$ cat src/rtl/resultado_bcd_display.sv
// Binary-to-BCD conversion of the Resultado word (sequential double-dabble)
// and a multiplexed, active-low 7-segment display driver for the BCD digits.
//
// state   | meaning
// --------+-------------------------------------------------------------
// S_IDLE  | waiting for a rising edge on done_in; bcd_out holds last value
// S_SHIFT | one add-3/shift-left step per cycle, W steps in total
// S_LOAD  | copy BCD field to bcd_out, pulse bcd_valid, drop busy
module resultado_bcd_display #(
    parameter int W        = 16,
    parameter int DIGITS   = 5,
    parameter int SCAN_DIV = 50000,
    parameter int BLANK    = 1
) (
    input  logic                  ck,
    input  logic                  rst,
    input  logic                  done_in,
    input  logic [W-1:0]          resultado,
    output logic                  busy,
    output logic                  bcd_valid,
    output logic [4*DIGITS-1:0]   bcd_out,
    output logic [6:0]            seg,
    output logic [DIGITS-1:0]     an
);

    localparam int SR_W   = 4*DIGITS + W;
    localparam int CNT_W  = (W > 1) ? $clog2(W) : 1;
    localparam int SCAN_W = (SCAN_DIV > 1) ? $clog2(SCAN_DIV) : 1;
    localparam int IDX_W  = (DIGITS > 1) ? $clog2(DIGITS) : 1;

    localparam logic [6:0] SEG_OFF  = 7'h7F;
    localparam logic [6:0] SEG_ZERO = 7'h40;

    typedef enum logic [1:0] {
        S_IDLE  = 2'd0,
        S_SHIFT = 2'd1,
        S_LOAD  = 2'd2
    } state_t;

    state_t                state_q, state_d;
    logic [SR_W-1:0]       sr_q, sr_d;
    logic [CNT_W-1:0]      cnt_q, cnt_d;
    logic                  busy_q, busy_d;
    logic                  valid_q, valid_d;
    logic [4*DIGITS-1:0]   bcd_q, bcd_d;
    logic                  done_d_q;
    logic                  trigger;
    logic [SR_W-1:0]       adj;

    logic [SCAN_W-1:0]     scan_q, scan_d;
    logic [IDX_W-1:0]      idx_q, idx_d;
    logic [6:0]            seg_q, seg_d;
    logic [DIGITS-1:0]     an_q, an_d;

    // Active-low segment pattern {g,f,e,d,c,b,a} for digit k of v, with
    // leading-zero blanking: digit k>0 goes dark when it and every higher
    // digit are zero. Non-decimal nibbles show nothing.
    function automatic logic [6:0] seg_of(input logic [4*DIGITS-1:0] v,
                                          input logic [IDX_W-1:0]    k);
        logic [3:0] nib;
        logic       nz;
        logic [6:0] s;
        nib = v[4*int'(k) +: 4];
        nz  = 1'b0;
        for (int j = 0; j < DIGITS; j++) begin
            if (j >= int'(k)) nz = nz | (|v[4*j +: 4]);
        end
        case (nib)
            4'd0:    s = 7'h40;
            4'd1:    s = 7'h79;
            4'd2:    s = 7'h24;
            4'd3:    s = 7'h30;
            4'd4:    s = 7'h19;
            4'd5:    s = 7'h12;
            4'd6:    s = 7'h02;
            4'd7:    s = 7'h78;
            4'd8:    s = 7'h00;
            4'd9:    s = 7'h10;
            default: s = SEG_OFF;
        endcase
        if (BLANK != 0 && k != '0 && !nz) s = SEG_OFF;
        return s;
    endfunction

    // Rising edge on done_in starts a conversion only when idle; edges seen
    // while busy are dropped rather than queued.
    assign trigger = done_in & ~done_d_q & (state_q == S_IDLE);

    // Conversion state register and edge-detect history.
    always_ff @(posedge ck) begin
        if (rst) begin
            state_q  <= S_IDLE;
            sr_q     <= '0;
            cnt_q    <= '0;
            busy_q   <= 1'b0;
            valid_q  <= 1'b0;
            bcd_q    <= '0;
            done_d_q <= 1'b1;
        end else begin
            state_q  <= state_d;
            sr_q     <= sr_d;
            cnt_q    <= cnt_d;
            busy_q   <= busy_d;
            valid_q  <= valid_d;
            bcd_q    <= bcd_d;
            done_d_q <= done_in;
        end
    end

    // Double-dabble next state: correct nibbles >=5 by +3, then shift left.
    always_comb begin
        state_d = state_q;
        sr_d    = sr_q;
        cnt_d   = cnt_q;
        busy_d  = busy_q;
        valid_d = 1'b0;
        bcd_d   = bcd_q;
        adj     = sr_q;
        for (int i = 0; i < DIGITS; i++) begin
            if (sr_q[W+4*i +: 4] >= 4'd5) begin
                adj[W+4*i +: 4] = sr_q[W+4*i +: 4] + 4'd3;
            end
        end
        case (state_q)
            S_IDLE: begin
                if (trigger) begin
                    sr_d    = {{(4*DIGITS){1'b0}}, resultado};
                    cnt_d   = CNT_W'(W-1);
                    busy_d  = 1'b1;
                    state_d = S_SHIFT;
                end
            end
            S_SHIFT: begin
                sr_d = adj << 1;
                if (cnt_q == '0) begin
                    state_d = S_LOAD;
                end else begin
                    cnt_d = cnt_q - CNT_W'(1);
                end
            end
            S_LOAD: begin
                bcd_d   = sr_q[SR_W-1:W];
                valid_d = 1'b1;
                busy_d  = 1'b0;
                state_d = S_IDLE;
            end
            default: begin
                busy_d  = 1'b0;
                state_d = S_IDLE;
            end
        endcase
    end

    // Display scan registers; seg and an are registered together so they
    // always refer to the same digit slot.
    always_ff @(posedge ck) begin
        if (rst) begin
            scan_q <= '0;
            idx_q  <= '0;
            seg_q  <= SEG_ZERO;
            an_q   <= ~DIGITS'(1);
        end else begin
            scan_q <= scan_d;
            idx_q  <= idx_d;
            seg_q  <= seg_d;
            an_q   <= an_d;
        end
    end

    // Free-running slot counter; digit index advances at each wrap. The
    // segment decode uses next-cycle bcd/index so a new result appears with
    // no extra register lag.
    always_comb begin
        scan_d = scan_q;
        idx_d  = idx_q;
        if (scan_q == SCAN_W'(SCAN_DIV-1)) begin
            scan_d = '0;
            if (idx_q == IDX_W'(DIGITS-1)) begin
                idx_d = '0;
            end else begin
                idx_d = idx_q + IDX_W'(1);
            end
        end else begin
            scan_d = scan_q + SCAN_W'(1);
        end
        an_d  = ~(DIGITS'(1) << idx_d);
        seg_d = seg_of(bcd_d, idx_d);
    end

    assign busy      = busy_q;
    assign bcd_valid = valid_q;
    assign bcd_out   = bcd_q;
    assign seg       = seg_q;
    assign an        = an_q;

endmodule

$ cat config.mk
export PLATFORM = sky130hd
export DESIGN_NAME = resultado_bcd_display
export DESIGN_NICKNAME = d
export VERILOG_FILES = /design/src/rtl/resultado_bcd_display.sv
export SDC_FILE = /design/constraint.sdc
export NUM_CORES = 1
export LEC_CHECK = 0
export BUFFER_PORTS_ARGS = -buffer_cell sky130_fd_sc_hd__buf_2
export CAP_MARGIN = 20
export CORE_ASPECT_RATIO = 0.5
export CORE_UTILIZATION = 55
export DETAILED_ROUTE_END_ITERATION = 16
export PLACE_DENSITY_LB_ADDON = 0.3
export SETUP_SLACK_MARGIN = 0.3
export SYNTH_ARGS = -nofsm -noshare
export SYNTH_HDL_FRONTEND = slang
export SYNTH_SLANG_ARGS = --single-unit
$ cat constraint.sdc
create_clock -name ck -period 4 [get_ports ck]
set_clock_uncertainty 0.1 [all_clocks]
set_input_delay 0.4 -clock ck [delete_from_list [all_inputs] [get_ports ck]]
set_output_delay 0.4 -clock ck [all_outputs]
set_load 0.1 [all_outputs]
---- Word level (Yosys, flattened, before mapping) ----
Memories as Yosys holds them, arrays and structs flattened.
Cells that the tools add are included.
storage, ports and cells
  ROM bits ................................ 112
  word-level logic and storage cells ...... 91
  register bits after elaboration ......... 96
  output and inout port bits .............. 34
  memories ................................ 1
  bits of input ports ..................... 19
cells by class
  shift-type cells ........................ 2
  equality and inequality tests ........... 7
  reductions and logical operators ........ 17
  bitwise operators ....................... 9
  multiplexer cells ....................... 25
  $add $sub $neg .......................... 8
  $lt $le $gt $ge ......................... 10
memories
  memory           depth  width  rd ports  clocked after memory_dff  wr ports  RTL line  source
  (no name shown)  16     7      1         0                         0         68        case (nib)
operators with widths
  kind                                                                   count
  36-bit case mux with 2 select lines                                    1
  36-bit two-way mux                                                     1
  4-bit two-way mux                                                      6
  4-bit by 3-bit >= comparator with 1-bit output, second input constant  5
  20-bit two-way mux                                                     1
  4-bit OR reduction                                                     5
  20-bit by 6-bit indexed part select with 4-bit output                  1
  16-bit by 1-bit adder with 16-bit output, second input constant        1
  4-bit by 2-bit adder with 4-bit output, second input constant          4
  16-bit == test, second input constant                                  1
  3-bit two-way mux                                                      3
  4-bit case mux with 2 select lines                                     1
  1-bit two-way mux                                                      7
  1-bit by 3-bit >= comparator with 1-bit output, first input constant   2
  2-bit by 3-bit >= comparator with 1-bit output, first input constant   2
  6-bit two-way mux                                                      1
  2-bit != test, second input constant                                   3
  2-bit AND reduction                                                    3
  5-bit NOT                                                              1
  1-bit by 3-bit << shifter with 5-bit output, first input constant      1
  4-bit zero test                                                        1
  2-bit two-way mux                                                      2
  1-bit bitwise OR                                                       4
  2-bit case mux with 2 select lines                                     1
  17 further kinds                                                       20

---- Longest topological paths before layout ----
  depth in word-level cells ............... 16
  mapped depth ............................ 14
  depth with buffers taken out ............ 13

---- Worst setup path before layout ----
OpenSTA, ideal clock, no wires.
  kind .................................... flip-flop to flip-flop
  start ................................... register scan_q[0]
  end ..................................... register seg_q[3] (netlist: seg[3])
  arrival ................................. 3.070 ns
  setup time .............................. 0.081 ns
  clock period less this slack ............ 3.251 ns
  buffers on the path ..................... 2
  data required time ...................... 3.819 ns
  slack ................................... 0.749 ns
  cell stages (with the launch flop) ...... 12
  cells stage by stage .................... dfxtp_1 ha_1 and3_2 buf_2 nand4_4 mux2i_1 clkbuf_8 mux4_2 a221oi_1 ha_1 or2_2 a41oi_1
on the way
  longest elaborated chain between the ends .. 15
  elaborated cells between the ends (all ways) .. 22
  those cells by class .................... order compare: 5; eq/ne: 1; shift: 1; mux: 7; bitwise: 4; reduce/logical: 3; memory: 1
ends and longest elaborated chain
  item                                            RTL line  source
  start, declared                                 50        logic [SCAN_W-1:0] scan_q, scan_d;
  start signal, assigned                          163       scan_q <= scan_d;
  16-bit == test *                                176       if (scan_q == SCAN_W'(SCAN_DIV-1)) begin
  3-bit two-way mux *                             176
  1-bit by 3-bit >= comparator with 1-bit output  66        if (j >= int'(k)) nz = nz | (|v[4*j +: 4]);
  1-bit two-way mux                               66
  1-bit bitwise OR                                66
  1-bit two-way mux                               66
  1-bit bitwise OR                                66
  1-bit two-way mux                               66
  1-bit bitwise OR                                66
  1-bit two-way mux                               66
  1-bit bitwise OR                                66
  1-bit two-way mux                               66
  1-bit zero test                                 81        if (BLANK != 0 && k != '0 && !nz) s = SEG_OFF;
  1-bit logical AND                               81
  6-bit two-way mux *                             81
  end signal, assigned                            165       seg_q <= seg_d;
  end, declared                                   52        logic [6:0] seg_q, seg_d;
Every way passes the cells marked *; elsewhere a longest branch is shown, timed or not.
A chain may end at the register's enable or synchronous reset.

---- Worst setup path in the final report ----
  start ................................... register scan_q[0]
  end ..................................... register seg_q[6] (netlist: seg[6])
on the way
  longest elaborated chain between the ends .. 15
  elaborated cells between the ends (all ways) .. 22
  those cells by class .................... order compare: 5; eq/ne: 1; shift: 1; mux: 6; bitwise: 4; reduce/logical: 4; memory: 1
ends and longest elaborated chain
  item                                            RTL line
  16-bit == test *                                176
  3-bit two-way mux *                             176
  1-bit by 3-bit >= comparator with 1-bit output  66
  1-bit two-way mux                               66
  1-bit bitwise OR                                66
  1-bit two-way mux                               66
  1-bit bitwise OR                                66
  1-bit two-way mux                               66
  1-bit bitwise OR                                66
  1-bit two-way mux                               66
  1-bit bitwise OR                                66
  1-bit two-way mux                               66
  1-bit zero test                                 81
  1-bit logical AND                               81
  2-bit OR reduction (no line)                    n/a
Marked as above.

==> impl_metrics.json <==
{
  "setup_slack_ns": 0.563,
  "ant_nets": 0,
  "numCtsBuffers": 9,
  "synth_cell_types": 59,
  "cp_cell_sequence": "ha_1 > and3_2 > nand4_4 > or3b_4 > and3_1 > a221oi_1 > inv_1 > ha_1 > inv_1 > nor2_1 > and3b_1 > o211ai_2",
  "cts_setup_buffers": 0,
  "grt_max_degree": 49,
  "arrival_ns": 3.54,
  "max_stage_delay_ns": 0.65,
  "multi_input_area_um2": 2520,
  "synthToLayoutAreaGrowth_pct": 12.9,
  "syn_inst": 537,
  "cts_hold_buf": 0,
  "synth_area_um2": 4660,
  "ctsRootBufferMaster": "clkbuf_16",
  "final_layout_size_suffix_gt1_frac": 0.172,
  "finalCritPeriodShare": 0.859,
  "die-area_um2": 8860,
  "fp.dieW_um": 132,
  "hold_viol_final": 0,
  "fmaxAchievable_mhz": 291,
  "synth_edf_count": 0,
  "irDropWorstVdd_mv": 0.216,
  "total_power_mw": 1.97,
  "setup-violations-final": 0,
  "crit_family": "simple AND/OR/NAND/NOR gates",
  "grtUsageTotal": 0.243,
  "rows": 23,
  "post-route-util": 0.648,
  "slowest_stage": "a221oi_1",
  "synth_flop_cell": "dfxtp_1",
  "rsz0062_at_grt": "false",
  "drv_slew": 0,
  "grt_pass1_vias": 3494,
  "clk_path_buf_depth": 2,
  "clock_latency_ns": 0.35,
  "htree_levels": 3,
  "synth-seq-cells": 96,
  "tightest_slew_ns": 0.752,
  "finalSetupTns_ns": 0,
  "wl_um": 10000,
  "drc_errors": 0,
  "critPathLaunchType": "flip-flop",
  "fin_crit_ns": 3.44,
  "routabilityCongestion": 0.833,
  "maxCapViolCount": 0,
  "p_per_area_nw_per_um2": 375,
  "start_util": 0.574,
  "cp_max_fo": 10,
  "whs_ns": 0.177,
  "num_vias": 3813,
  "crit_buf_inv": 2,
  "initialDrtViolationCount": 226,
  "yosysSeqAreaShare": 0.413,
  "grt_overflow": 0,
  "firstDrtPassIters": 5,
  "cts_tree": "built",
  "ctsResizeCount": 0,
  "core_um2": 8120,
  "syn_avg_cell_area_um2": 8.67,
  "io_pins": 53,
  "grt_pass1_wl_um": 16700,
  "pre_cts_slack_ns": 0.610,
  "antenna_found_initial": 0,
  "min_path_type": "input pin to flip-flop",
  "cts.sinks": 96,
  "place_hpwl_um": 6800,
  "die_y_um": 67.1,
  "async_reset_ff_frac": 0,
  "yosys_warnings": 0,
  "seq_area_um2": 1920,
  "fin_nets": 615,
  "wire_per_inst_um": 14.4,
  "drt-vias-per-instance": 5.49,
  "endpoint_kind": "flip-flop",
  "fillers": 711,
  "critical_path_class": "flip-flop to flip-flop",
  "relSlewSlack": 0.497,
  "cp.required_ns": 4.11,
  "outcome": "completed",
  "leakagePower_nw": 2.15,
  "clk_pin_slew_ns": 0.06,
  "antenna_cells": 0,
  "synth_nets": 575,
  "io_buffers": 52
}
-- final cells by class --
cell class | count | area share
Sequential cell | 96 | 0.366
Tap cell | 112 | 0.0267
Timing Repair Buffer | 57 | 0.0566
Clock inverter | 6 | 0.0112
Inverter | 20 | 0.0143
Clock buffer | 10 | 0.0455
Multi-Input combinational cell | 393 | 0.480
-- power by group --
group / internal, mW / total [mW] / switching, mW / leakage (nW)
Sequential: 0.979 / 0.995 / 0.0153 / 0.778
Clock: 0.498 / 0.860 / 0.362 / 0.152
Combinational: 0.0418 / 0.119 / 0.0768 / 1.22
Total: 1.52 / 1.97 / 0.454 / 2.15
-- path summary, 6_finish.rpt --
path         cells past startpoint   endpoint  startpoint  slack [ns]
max reg2reg                     12     seg[6]   scan_q[0]        0.56
min                              2   done_d_q     done_in        0.18
min reg2reg                      1  scan_q[0]   scan_q[0]        0.35
max                             12     seg[6]   scan_q[0]        0.56
-- synth_stat cells, types with 5 or more instances --
cell / n / area share
nand2_1: 92 / 0.074
o21ai_0: 20 / 0.021
nor3_1: 12 / 0.013
mux2i_1: 5 / 0.011
xnor2_1: 10 / 0.019
ha_1: 19 / 0.051
nor2_1: 69 / 0.056
a311oi_1: 19 / 0.036
dfxtp_1: 96 / 0.41
nand3_1: 14 / 0.015
a21oi_1: 41 / 0.044
inv_1: 20 / 0.016
clkbuf_1: 22 / 0.018
xor2_1: 12 / 0.023
nand2b_1: 9 / 0.012
-- cells in the final DEF, fill, tap and decap left out, types with 2 or more instances in the layout --
cell / n
dfxtp_1: 96
nand2_1: 92
nor2_1: 68
buf_2: 52
a21oi_1: 41
inv_1: 20
o21ai_0: 20
a311oi_1: 19
ha_1: 19
nand3_1: 14
nor3_1: 12
xor2_1: 12
xnor2_1: 10
nand2b_1: 9
clkbuf_16: 9
mux2i_1: 5
buf_4: 5
and3_2: 4
mux4_1: 4
a22oi_1: 4
a31oi_1: 4
nor4_1: 4
clkinv_2: 4
and3_1: 3
or2_2: 3
o31ai_1: 3
o21a_1: 2
a211oi_1: 2
mux4_2: 2
nor2b_1: 2
mux4_4: 2
a221oi_4: 2
or4_1: 2
o22ai_1: 2
a41oi_1: 2
-- sequential cells by signal, indices dropped and copies added, names as in the netlist, 2 cells and up --
register / count
cnt_q: 4
bcd_out: 20
seg: 7
state_q: 2
idx_q: 3
an: 5
scan_q: 16
sr_q: 36
-- metal layers --
layer | global-route usage | part of all wire
met3 | 0.0654 | 0.050
met2 | 0.401 | 0.45
met4 | 0.0785 | 0.013
met5 | 0 | 0
met1 | 0.312 | 0.48
-- metrics by stage --
step,area [µm²],instances
after global placement,4960,678
after floorplan,4660,537
final,5260,694
after CTS,5260,694
after detailed placement,4960,678
after global routing,5260,694
-- cell families (layout without fill, tap and decap cells) --
kind of cell | after synthesis | count (layout) | synth area share
simple gates | 228 | 228 | 0.231
compound gates | 109 | 109 | 0.159
flops | 96 | 96 | 0.413
buf+inv | 48 | 93 | 0.0465
xor+xnor | 22 | 22 | 0.0414
fa+ha+maj | 19 | 19 | 0.0510
mux | 15 | 15 | 0.0586
Power figures use the tool's default switching activity.
